==> config.mk <==
export PLATFORM = sky130hd
export DESIGN_NAME = store_trace_buffer
export DESIGN_NICKNAME = d
export VERILOG_FILES = /design/src/rtl/store_trace_buffer.sv
export SDC_FILE = /design/constraint.sdc
export NUM_CORES = 1
export LEC_CHECK = 0
export CORE_UTILIZATION = 58
export CTS_BUF_LIST = sky130_fd_sc_hd__clkbuf_4
export DETAILED_ROUTE_END_ITERATION = 12
export PLACE_DENSITY = 0.74
export SLEW_MARGIN = 20
export SYNTH_ARGS = -nofsm -noshare
export SYNTH_HDL_FRONTEND = slang
export SYNTH_SLANG_ARGS = --single-unit
==> constraint.sdc <==
create_clock -name clk -period 11.9 [get_ports clk]
set_clock_uncertainty 0.05 [all_clocks]
set_input_delay 1.785 -clock clk [delete_from_list [all_inputs] [get_ports clk]]
set_output_delay 1.785 -clock clk [all_outputs]
set_load 0.005 [all_outputs]
==> src/rtl/store_trace_buffer.sv <==
// store_trace_buffer: captures processor stores ({dataadr, writedata}) into a
// circular FIFO once armed. A store that finds the buffer full with no
// same-edge pop is dropped, sets the sticky overflow flag and freezes capture.
// The consumer can drain the buffer in any state.
//
// Optional feature: define STORE_TRACE_DROPCNT_EN to add a 16-bit saturating
// drop_count output. It counts the store that caused the freeze plus every
// store that arrives while frozen.
module store_trace_buffer #(
  parameter int unsigned DEPTH = 16
) (
  input  logic                     clk,
  input  logic                     reset,
  input  logic                     memwrite,
  input  logic [31:0]              dataadr,
  input  logic [31:0]              writedata,
  input  logic                     arm,
  input  logic                     clr,
  output logic                     out_valid,
  input  logic                     out_ready,
  output logic [63:0]              out_data,
  output logic [$clog2(DEPTH):0]   count,
  output logic                     overflow,
  output logic [1:0]               state
`ifdef STORE_TRACE_DROPCNT_EN
  ,
  output logic [15:0]              drop_count
`endif
);

  localparam int unsigned AW = $clog2(DEPTH);
  localparam int unsigned CW = AW + 1;

  typedef enum logic [1:0] {
    IDLE   = 2'b00,
    ARMED  = 2'b01,
    FROZEN = 2'b10
  } state_t;

  state_t          state_q;
  state_t          state_d;

  logic [63:0]     mem [DEPTH];
  logic [AW-1:0]   rd_ptr;
  logic [AW-1:0]   wr_ptr;
  logic [CW-1:0]   count_q;
  logic            overflow_q;

  logic            full;
  logic            nonempty;
  logic            push;
  logic            pop;
  logic            drop;

  assign full     = (count_q == CW'(DEPTH));
  assign nonempty = (count_q != '0);

  // Push/pop/drop qualification; clr overrides every other action.
  always_comb begin
    pop  = 1'b0;
    push = 1'b0;
    drop = 1'b0;
    if (!clr) begin
      pop = nonempty && out_ready;
      if (state_q == ARMED && memwrite) begin
        // A pop on the same edge frees a slot, so a full buffer still accepts.
        push = !full || pop;
        drop = full && !pop;
      end
    end
  end

  // FSM state register.
  always_ff @(posedge clk or negedge reset) begin
    if (!reset) begin
      state_q <= IDLE;
    end else begin
      state_q <= state_d;
    end
  end

  // FSM next-state logic; arm only matters in IDLE.
  always_comb begin
    state_d = state_q;
    if (clr) begin
      state_d = IDLE;
    end else begin
      case (state_q)
        IDLE:    if (arm)  state_d = ARMED;
        ARMED:   if (drop) state_d = FROZEN;
        FROZEN:  state_d = FROZEN;
        default: state_d = IDLE;
      endcase
    end
  end

  // Pointer and occupancy bookkeeping; pointers wrap naturally at DEPTH.
  always_ff @(posedge clk or negedge reset) begin
    if (!reset) begin
      rd_ptr  <= '0;
      wr_ptr  <= '0;
      count_q <= '0;
    end else if (clr) begin
      rd_ptr  <= '0;
      wr_ptr  <= '0;
      count_q <= '0;
    end else begin
      if (push) wr_ptr <= wr_ptr + 1'b1;
      if (pop)  rd_ptr <= rd_ptr + 1'b1;
      case ({push, pop})
        2'b10:   count_q <= count_q + 1'b1;
        2'b01:   count_q <= count_q - 1'b1;
        default: count_q <= count_q;
      endcase
    end
  end

  // Sticky overflow flag, set by a dropped store.
  always_ff @(posedge clk or negedge reset) begin
    if (!reset) begin
      overflow_q <= 1'b0;
    end else if (clr) begin
      overflow_q <= 1'b0;
    end else if (drop) begin
      overflow_q <= 1'b1;
    end
  end

  // Trace storage; contents are not reset, emptiness is tracked by count.
  always_ff @(posedge clk) begin
    if (push) begin
      mem[wr_ptr] <= {dataadr, writedata};
    end
  end

`ifdef STORE_TRACE_DROPCNT_EN
  logic [15:0] drop_cnt_q;
  logic        drop_evt;

  assign drop_evt = drop || (!clr && state_q == FROZEN && memwrite);

  // Saturating count of stores lost to the freeze.
  always_ff @(posedge clk or negedge reset) begin
    if (!reset) begin
      drop_cnt_q <= '0;
    end else if (clr) begin
      drop_cnt_q <= '0;
    end else if (drop_evt && drop_cnt_q != '1) begin
      drop_cnt_q <= drop_cnt_q + 1'b1;
    end
  end

  assign drop_count = drop_cnt_q;
`endif

  // Head entry is forced to zero when empty so stale storage never leaks out.
  assign out_valid = nonempty;
  assign out_data  = nonempty ? mem[rd_ptr] : '0;
  assign count     = count_q;
  assign overflow  = overflow_q;
  assign state     = state_q;

endmodule

==> results.yml <==
status:
  status: "completed"
placement:
  post-place-cells: 2645
  dp_hpwl_um: 39900
  globalplace.congestion: 0.729
  port_buffers: 142
  pre_cts_ws_ns: 5.78
  placed_cell_area_um2: 42200
power:
  combinationalPowerShare: 0.221
  leakage_nw: 13.9
  internal_power_mw: 6.53
  seqPwrFrac: 0.469
  p_sw_mw: 2.30
  power_mw: 8.83
  ir_drop_mv: 0.201
  swShare: 0.260
  p_per_area_nw_per_um2: 195
  p_clk_frac: 0.310
synthesis:
  synth_area_um2: 39800
  synth_top_cells_by_count: "1024 x edfxtp_1, 256 x mux4_2, 132 x mux2i_1"
  synthTopCellsByArea: "edfxtp_1 77%, mux4_2 15%, mux2i_1 3.3%"
  synth_warnings: 0
  synth_edf_count: 1024
  synth_flop_cell: "edfxtp_1"
  synth_sequential_area_ratio: 0.784
  synth_cell_types: 40
  yosysTopAreaCell: "edfxtp_1"
  async_reset_ff_frac: 0.0154
  synth.most_common_cell: "edfxtp_1"
  yosysTopAreaCellShare: 0.774
  syn-num-nets: 1774
  synth_cells: 1694
  ys_ff_latch: 1040
  syn_avg_cell_area_um2: 23.5
grt:
  grt_max_degree: 121
  grt_use_total: 0.248
  grt_pass1_wl_um: 125000
  overflow: 0
  antenna_found_initial: 6
  grt_pass1_vias: 20600
drt:
  drc: 0
  wl_per_cell_um: 27.1
  drtIter0Drc: 1804
  via_count: 19100
  final_antenna_net_count: 0
  first_pass_iters: 6
  viasPerCell: 6.20
  wl_um: 83500
sta:
  max_freq_mhz: 147
  hold_viol: 0
  finalSetupTns_ns: 0
  drv_slew: 0
  min_period_ns: 6.81
  tightestPinTransition_ns: 1.12
  whs_ns: 0.448
  max_slew_margin: 0.252
  setup_violations: 0
  fin_crit_sh: 0.572
  fin_ws_ns: 5.09
  rsz0062_at_grt: "false"
min_path:
  min_to: "overflow$_DFFE_PN0P_"
  hold_path_startpoint: "overflow$_DFFE_PN0P_"
  holdPathStages: 2
  hp-class: "flop to flop"
setup_path:
  path_class: "flop to output port"
  reg2regPathDepth: 9
  worstSetupEndpointType: "output port"
  cp-start-kind: "flop"
  rr_endpoint: "mem[2][29]$_DFFE_PP_"
  r2r-start: "state[1]$_DFFE_PN0P_"
  path_max_fanout: 78
  crit_required_ns: 10.07
  critPathArrivalTime_ns: 4.98
  worst-r2r-setup-slack_ns: 7.53
layout:
  areaGrowthSynthToFinish_pct: 13.9
  regArea_um2: 31200
  fin_util: 0.671
  final_area_um2: 45300
  nets: 2132
  fillers: 4292
  multi_input_area_um2: 8300
  drive_gt1_frac: 0.315
  final_cells: 3079
cts:
  cts_max_level: 5
  cts_sinks: 1040
  cts_root_buf: "clkbuf_4"
  cts_setup_buffers: 0
  cts_resized: 0
  clk_latency_ns: 1.06
  cts_tree: "done"
  clk_pin_slew_ns: 0.06
  clockBufferDepth: 4
  numCtsBuffers: 276
  holdBufCountCts: 0
die:
  core_um2: 67500
  die_area_um2: 69600
  die_w_um: 264
  rows: 95
  ios: 143
  initial_utilization: 0.589
  die_height_um: 264
run:
  max-cap-violations: 0
## critical path, cell delays in order, from the launching register on
cell and delay [ns]:
dfrtp_4 1.00, buf_4 0.74, buf_6 0.69, mux4_2 0.34, mux2i_1 0.07, o22ai_1 0.39
clkdlybuf4s50_1 0.59
## cells in the final DEF, fill, tap and decap left out, types with 2 or more instances in the layout
cell type / synthesis / final
nor2_4: 0 / 12
diode_2: 0 / 4
a21oi_1: 6 / 6
nand2b_1: 5 / 4
nor2_1: 25 / 13
xor2_1: 5 / 5
inv_1: 5 / 5
and2_1: 2 / 2
nand3_1: 5 / 5
ha_1: 10 / 10
nand2_1: 15 / 14
dfrtp_4: 0 / 3
nor3_2: 0 / 4
nor2b_1: 5 / 5
dfrtp_1: 16 / 13
clkinv_2: 0 / 7
mux4_2: 256 / 256
mux2i_1: 132 / 132
a31oi_1: 2 / 2
inv_2: 0 / 6
clkinv_1: 0 / 51
edfxtp_1: 1024 / 1024
xnor2_1: 3 / 3
buf_12: 0 / 4
clkdlybuf4s50_1: 0 / 142
buf_4: 1 / 26
clkbuf_4: 0 / 364
o22ai_1: 64 / 64
## final cells by class
type | count | area share
Clock buffer | 364 | 0.0604
Tap cell | 873 | 0.0241
Timing Repair Buffer | 173 | 0.0377
Inverter | 5 | 0.000415
Antenna cell | 4 | 0.000221
Sequential cell | 1040 | 0.688
Clock inverter | 64 | 0.00550
Multi-Input combinational cell | 556 | 0.183
## state kept, by name (all words and copies together), names as in the netlist
register / count
state: 2
mem: 1024
rd_ptr: 4
count: 5
wr_ptr: 4
overflow: 1
## cell families (layout without fill, tap and decap cells)
kind of cell,after synthesis,in the layout,share of synthesized area
and+or+nand+nor,69,69,0.00828
DFF,1040,1040,0.784
muxes,390,390,0.179
other,0,4,0
adders and majority gates,10,10,0.00315
AOI/OAI and AO/OA,79,79,0.0133
xor gates and xnor gates,8,8,0.00176
buffers and inverters,98,606,0.0108
## power groups by stage
stage / clock network, mW / logic (mW) / registers [mW]
final: 2.74 / 1.95 / 4.14
after global routing: 3.00 / 2.09 / 4.14
after CTS: 2.81 / 1.98 / 4.14
after detailed placement: 0 / 1.98 / 4.22
after global placement: 0 / 1.96 / 4.21
after floorplan: 0 / 1.31 / 4.16
## per-layer routing
metal	share of wire	vias to the layer above	GRT usage
met4	0.025	6	0.102
met5	0.00054	-	0
met1	0.39	9966	0.317
met2	0.51	827	0.406
li1	-	8130	-
met3	0.078	150	0.0693
## how the worst max path moves through the flow
stage / start / endpoint / slack [ns] / cells after the start
after floorplan: memwrite / mem[0][0]$_DFFE_PP_ / 4.30 / 5
after global placement: rd_ptr[1]$_DFFE_PN0P_ / out_data[2] / 5.82 / 6
after detailed placement: rd_ptr[1]$_DFFE_PN0P_ / out_data[2] / 5.78 / 6
after CTS: rd_ptr[1]$_DFFE_PN0P_ / out_data[2] / 4.61 / 6
after global routing: rd_ptr[1]$_DFFE_PN0P_ / out_data[16] / 4.84 / 6
final: rd_ptr[1]$_DFFE_PN0P_ / out_data[16] / 5.09 / 6
No activity file was read; power rests on OpenSTA's default activity.
